## src/rtl/toy_mem_pkg.sv

```systemverilog
// Shared definitions for the toy memory: handshake states, default geometry,
// start of the write-protected region and a saturating counter helper.
package toy_mem_pkg;

    typedef enum logic [1:0] {
        ST_IDLE     = 2'd0,
        ST_RESP     = 2'd1,
        ST_WAIT_LOW = 2'd2
    } state_t;

    localparam int          DEF_ADDR_W   = 8;
    localparam int          DEF_DATA_W   = 8;
    localparam logic [7:0]  DEF_ROM_BASE = 8'hF0;

    // Increment an 8-bit event counter, sticking at all-ones instead of wrapping.
    function automatic logic [7:0] sat_inc(input logic [7:0] value);
        logic [7:0] result;
        if (value == 8'hFF) begin
            result = value;
        end else begin
            result = value + 8'd1;
        end
        return result;
    endfunction

endpackage

```

## src/rtl/toy_mem_array.sv

```systemverilog
// Storage array: 2^ADDR_W words, one synchronous write port and one
// synchronous (registered) read port. Contents and read register are not reset.
module toy_mem_array
    import toy_mem_pkg::*;
#(
    parameter int ADDR_W = DEF_ADDR_W,
    parameter int DATA_W = DEF_DATA_W
) (
    input  logic              clk,
    input  logic              wr_en,
    input  logic [ADDR_W-1:0] wr_addr,
    input  logic [DATA_W-1:0] wr_data,
    input  logic              rd_en,
    input  logic [ADDR_W-1:0] rd_addr,
    output logic [DATA_W-1:0] rd_data
);

    localparam int DEPTH = 32'd1 << ADDR_W;

    logic [DATA_W-1:0] mem_r [0:DEPTH-1];
    logic [DATA_W-1:0] rd_data_r;

    // Commit one word per edge when the write port is enabled.
    always_ff @(posedge clk) begin
        if (wr_en) begin
            mem_r[wr_addr] <= wr_data;
        end
    end

    // Capture the addressed word into the read register when a read is issued.
    always_ff @(posedge clk) begin
        if (rd_en) begin
            rd_data_r <= mem_r[rd_addr];
        end
    end

    assign rd_data = rd_data_r;

endmodule

```

## src/rtl/toy_memory.sv

```systemverilog
// Processor-facing memory with a level MEM_EN / pulse ACK handshake, a
// write-protected upper region, a preload port and saturating access counters.
module toy_memory
    import toy_mem_pkg::*;
#(
    parameter int                ADDR_W   = DEF_ADDR_W,
    parameter int                DATA_W   = DEF_DATA_W,
    parameter logic [ADDR_W-1:0] ROM_BASE = ADDR_W'(DEF_ROM_BASE)
) (
    input  logic              CLK,
    input  logic              RESET,
    input  logic              MEM_EN,
    input  logic              RORW,
    input  logic [ADDR_W-1:0] ADD,
    input  logic [DATA_W-1:0] WDATA,
    output logic [DATA_W-1:0] RDATA,
    output logic              ACK,
    output logic              ERR,
    input  logic              LOAD_EN,
    input  logic [ADDR_W-1:0] LOAD_ADD,
    input  logic [DATA_W-1:0] LOAD_DATA,
    output logic              LOAD_ACK,
    output logic [7:0]        RD_CNT,
    output logic [7:0]        WR_CNT
);

    state_t            state_r;
    logic              ack_r;
    logic              err_r;
    logic              load_ack_r;
    logic [7:0]        rd_cnt_r;
    logic [7:0]        wr_cnt_r;
    logic              rd_seen_r;

    logic              accept_s;
    logic              load_accept_s;
    logic              rd_accept_s;
    logic              wr_commit_s;
    logic              wr_en_s;
    logic [ADDR_W-1:0] wr_addr_s;
    logic [DATA_W-1:0] wr_data_s;
    logic [DATA_W-1:0] arr_rd_data_s;

    // Decode which request (if any) is taken at this edge; reset blocks all of them.
    always_comb begin
        accept_s      = 1'b0;
        load_accept_s = 1'b0;
        if (!RESET && (state_r == ST_IDLE)) begin
            accept_s      = MEM_EN;
            load_accept_s = !MEM_EN && LOAD_EN;
        end else begin
            accept_s      = 1'b0;
            load_accept_s = 1'b0;
        end
        rd_accept_s = accept_s && RORW;
        wr_commit_s = accept_s && !RORW && (ADD < ROM_BASE);
    end

    // Share the single write port: preload and processor writes never coincide
    // because a preload is only taken while MEM_EN is low.
    always_comb begin
        wr_en_s = wr_commit_s || load_accept_s;
        if (load_accept_s) begin
            wr_addr_s = LOAD_ADD;
            wr_data_s = LOAD_DATA;
        end else begin
            wr_addr_s = ADD;
            wr_data_s = WDATA;
        end
    end

    toy_mem_array #(
        .ADDR_W (ADDR_W),
        .DATA_W (DATA_W)
    ) u_array (
        .clk     (CLK),
        .wr_en   (wr_en_s),
        .wr_addr (wr_addr_s),
        .wr_data (wr_data_s),
        .rd_en   (rd_accept_s),
        .rd_addr (ADD),
        .rd_data (arr_rd_data_s)
    );

    // Handshake FSM with registered pulses and counters; one access per MEM_EN assertion.
    always_ff @(posedge CLK) begin
        if (RESET) begin
            state_r    <= ST_IDLE;
            ack_r      <= 1'b0;
            err_r      <= 1'b0;
            load_ack_r <= 1'b0;
            rd_cnt_r   <= 8'h00;
            wr_cnt_r   <= 8'h00;
            rd_seen_r  <= 1'b0;
        end else begin
            ack_r      <= 1'b0;
            err_r      <= 1'b0;
            load_ack_r <= 1'b0;
            case (state_r)
                ST_IDLE: begin
                    if (MEM_EN) begin
                        state_r <= ST_RESP;
                        ack_r   <= 1'b1;
                        if (RORW) begin
                            rd_cnt_r  <= sat_inc(rd_cnt_r);
                            rd_seen_r <= 1'b1;
                        end else if (ADD < ROM_BASE) begin
                            wr_cnt_r <= sat_inc(wr_cnt_r);
                        end else begin
                            err_r <= 1'b1;
                        end
                    end else if (LOAD_EN) begin
                        load_ack_r <= 1'b1;
                    end
                end
                ST_RESP: begin
                    if (MEM_EN) begin
                        state_r <= ST_WAIT_LOW;
                    end else begin
                        state_r <= ST_IDLE;
                    end
                end
                ST_WAIT_LOW: begin
                    if (!MEM_EN) begin
                        state_r <= ST_IDLE;
                    end
                end
                default: begin
                    state_r <= ST_IDLE;
                end
            endcase
        end
    end

    // The array read register has no reset, so RDATA reads as zero until the
    // first read after reset has loaded it.
    assign RDATA    = rd_seen_r ? arr_rd_data_s : {DATA_W{1'b0}};
    assign ACK      = ack_r;
    assign ERR      = err_r;
    assign LOAD_ACK = load_ack_r;
    assign RD_CNT   = rd_cnt_r;
    assign WR_CNT   = wr_cnt_r;

endmodule

```

## config.mk

```make
export PLATFORM = sky130hd
export DESIGN_NAME = toy_memory
export DESIGN_NICKNAME = d
export VERILOG_FILES = /design/src/rtl/toy_mem_pkg.sv /design/src/rtl/toy_mem_array.sv /design/src/rtl/toy_memory.sv
export SDC_FILE = /design/constraint.sdc
export NUM_CORES = 2
export LEC_CHECK = 0
export ABC_CLOCK_PERIOD_IN_PS = 7600
export BUFFER_PORTS_ARGS = -buffer_cell sky130_fd_sc_hd__buf_2
export CORE_MARGIN = 4
export CORE_UTILIZATION = 30
export DETAILED_ROUTE_END_ITERATION = 8
export GPL_TIMING_DRIVEN = 0
export HOLD_SLACK_MARGIN = 0.02
export MAX_ROUTING_LAYER = met4
export PLACE_DENSITY = 0.45
export SKIP_LAST_GASP = 1
export SLEW_MARGIN = 20
export SYNTH_ARGS = -nofsm -noshare
export SYNTH_HDL_FRONTEND = slang
export SYNTH_SLANG_ARGS = --single-unit
```

## constraint.sdc

```tcl
create_clock -name CLK -period 7.6 [get_ports CLK]
set_clock_uncertainty 0.1 [all_clocks]
set_input_delay 1.14 -clock CLK [delete_from_list [all_inputs] [get_ports CLK]]
set_output_delay 1.14 -clock CLK [all_outputs]
set_load 0.005 [all_outputs]
```

==> impl_metrics.json <==
{
  "ys_top_cells_by_area": "edfxtp_1 (76%), mux4_2 (11%), mux2i_1 (2.9%)",
  "synthCells": 4012,
  "grt_setup_unrepaired": "false",
  "synth-main-ff-cell": "edfxtp_1",
  "start_kind": "input pin",
  "synth_edf_count": 2056,
  "fp.dieArea_sq_um": 279000,
  "yosys.area.top_type_share_pct": 76.0,
  "tns_ps": 0,
  "drtPass1Iterations": 7,
  "crit_required_ps": 7960,
  "cts_hold_buf": 0,
  "synth.most_common_cell": "edfxtp_1",
  "slew_viol_final": 0,
  "nets": 4401,
  "start_util_pct": 30.2,
  "cts.path.max_buffers": 3,
  "fmax_mhz": 148,
  "status": "finished, final reports clean",
  "crit_slowest_cell": "clkbuf_1",
  "arrival_ps": 7130,
  "synth_compound_area_share_pct": 3.62,
  "post_cts_buffers": 0,
  "tightest_slew_ps": 1280,
  "async_flop_share_pct": 0,
  "min_period_ps": 6770,
  "cp-end-kind": "flop",
  "cts_resized": 0,
  "yosysWarnings": 0,
  "routabilityCongestion": 0.930,
  "die_w_um": 529,
  "ys_seq_area_share_pct": 76.5,
  "min_path_type": "reg2reg",
  "cts.clk_slew.worst_paths_ps": 60,
  "path_class": "in2reg",
  "chipHeight_um": 529,
  "rows": 190,
  "timing.final.crit_share_pct": 89.1,
  "wirelength_um": 346000,
  "cts_tree": "built",
  "muxShareOfSynthArea_pct": 14.7,
  "syn2layout_area_growth_pct": 17.0,
  "drc": 0,
  "crit_chain": "buf_2, buf_2, buf_2, buf_2, buf_2, clkbuf_1, o311ai_0, nor4_2, o2111ai_1",
  "grt_pass1_vias": 44300,
  "power_density_nw_per_um2": 265,
  "setup_viol": 0,
  "grt_use_total_pct": 25.1,
  "numPortBuffers": 59,
  "avgViaCountPerCell": 5.72,
  "synth_cell_types": 62,
  "initialDrtViolationCount": 7231,
  "io_pins": 64,
  "max_stage_delay_ps": 960,
  "drv_cap": 0,
  "finalHoldViolCount": 0,
  "wl_per_cell_um": 42.6,
  "synth_area_sq_um": 81300,
  "layout-drive-gt1-share_pct": 24.9,
  "power_mw": 25.2,
  "grt_overflow_total": 0,
  "synth_top_family_by_area": "multiplexers",
  "cts-buffers-inserted": 220,
  "antenna_found_initial": 21,
  "maxSlewHeadroom_pct": 13.9,
  "p_leak_nw": 29.8,
  "r2r_cells": 10,
  "synth_top_area_cell": "edfxtp_1",
  "cp_common_cell": "buf_2",
  "root_buffer": "clkbuf_16",
  "synth.avg_cell_area_sq_um": 20.3,
  "antenna_left": 0,
  "min_path_cells": 2,
  "core_sq_um": 269000,
  "clock_latency_ps": 850,
  "clock-sinks": 2078,
  "synth-simple-area-share_pct": 3.24,
  "synthXorXnorAreaFrac_pct": 0.119,
  "ir_drop_v": 0.000257,
  "grt_start_max_net_pins": 73,
  "yosys_register_bits": 2078,
  "path_max_fanout": 10,
  "grt_pass1_wl_um": 448000,
  "dp_hpwl_um": 234000,
  "synthTopCellsByCount": "edfxtp_1 (2056), mux4_2 (407), nor2_1 (316)",
  "vias": 46500,
  "synth_nets": 4051,
  "cts_max_level": 4,
  "yosys.area_share.adder_pct": 0.0308
}
worst max-delay path: cells and delay by family:
| kind | cells | cell delay [ps] |
|---|---|---|
| AOI/OAI and AO/OA | 2 | 910 |
| buffers and inverters | 6 | 4120 |
| and+or+nand+nor | 1 | 860 |
cells by family after synthesis:
kind of cell,Yosys count
mux,668
fa+ha+maj,2
compound gates,413
simple gates,593
xor+xnor,11
flops,2078
buf+inv,247
flip-flops by register name, indices dropped and copies added, names as in the netlist:
register and flops:
ERR 1, RD_CNT 8, WR_CNT 8, state_r 2
LOAD_ACK 1, u_array.rd_data 8, rd_seen_r 1, u_array.mem_r 2048
ACK 1
power by group:
group	switching (mW)	total [mW]	internal, mW
clock network	4.71	10.7	5.94
registers	0.00483	12.7	12.7
logic	1.37	1.86	0.487
total	6.09	25.2	19.1
through the flow:
stage	hold WS (ps)	setup WS (ps)	util (%)	cells	area [sq um]
final	400	828	35.4	8119	95100
after floorplan	383	1480	-	4012	81300
after CTS	406	1200	35.3	8099	95000
after detailed placement	394	276	32.7	7690	88000
after global routing	429	1160	35.4	8110	95100
after global placement	402	-4120	32.0	7623	86000
path summary, 6_finish.rpt:
path | start | end | slack (ps)
min reg2reg | WR_CNT[5] | WR_CNT[5] | 400
min | WR_CNT[5] | WR_CNT[5] | 400
max reg2reg | state_r[1] | u_array.mem_r[94][7] | 2290
max | ADD[2] | u_array.rd_data[3] | 830
placed cells by master, fill, tap and decap left out, drive strengths merged, types with 9 or more instances in the layout:
master / count
nor2b: 13
inv: 16
mux2: 13
nor4: 10
a31oi: 18
mux4: 417
nor3: 37
nand3: 19
a221o: 11
o21ai: 45
or3: 9
edfxtp: 2056
mux2i: 238
or2: 20
a22o: 14
o22ai: 44
clkbuf: 366
nand4: 15
diode: 18
nand2: 92
nor2: 316
bufinv: 17
xor2: 9
nand2b: 30
a211oi: 11
a22oi: 70
clkinv: 114
a21oi: 69
a221oi: 74
and2: 15
o221ai: 11
buf: 268
dfxtp: 22
cell type report:
class                      count  area (sq um)
multi-input combinational   1687         17900
tap                         3552          4440
timing repair buffer         128          2000
sequential                  2078         62200
clock inverter               141          1260
fill                       25100        174000
clock buffer                 268          5730
buffer                       238          1510
inverter                       9          33.8
antenna                       18          45.0
metal layers:
| metal | GRT usage [%] | wire (um) | up-vias |
|---|---|---|---|
| met5 | - | 0 | - |
| met4 | 10.9 | 17900 | 0 |
| met3 | 5.47 | 31200 | 644 |
| met2 | 37.5 | 157000 | 2840 |
| met1 | 32.9 | 140000 | 25600 |
| li1 | - | - | 17400 |
Note: power is estimated with default switching activity, not from simulation.
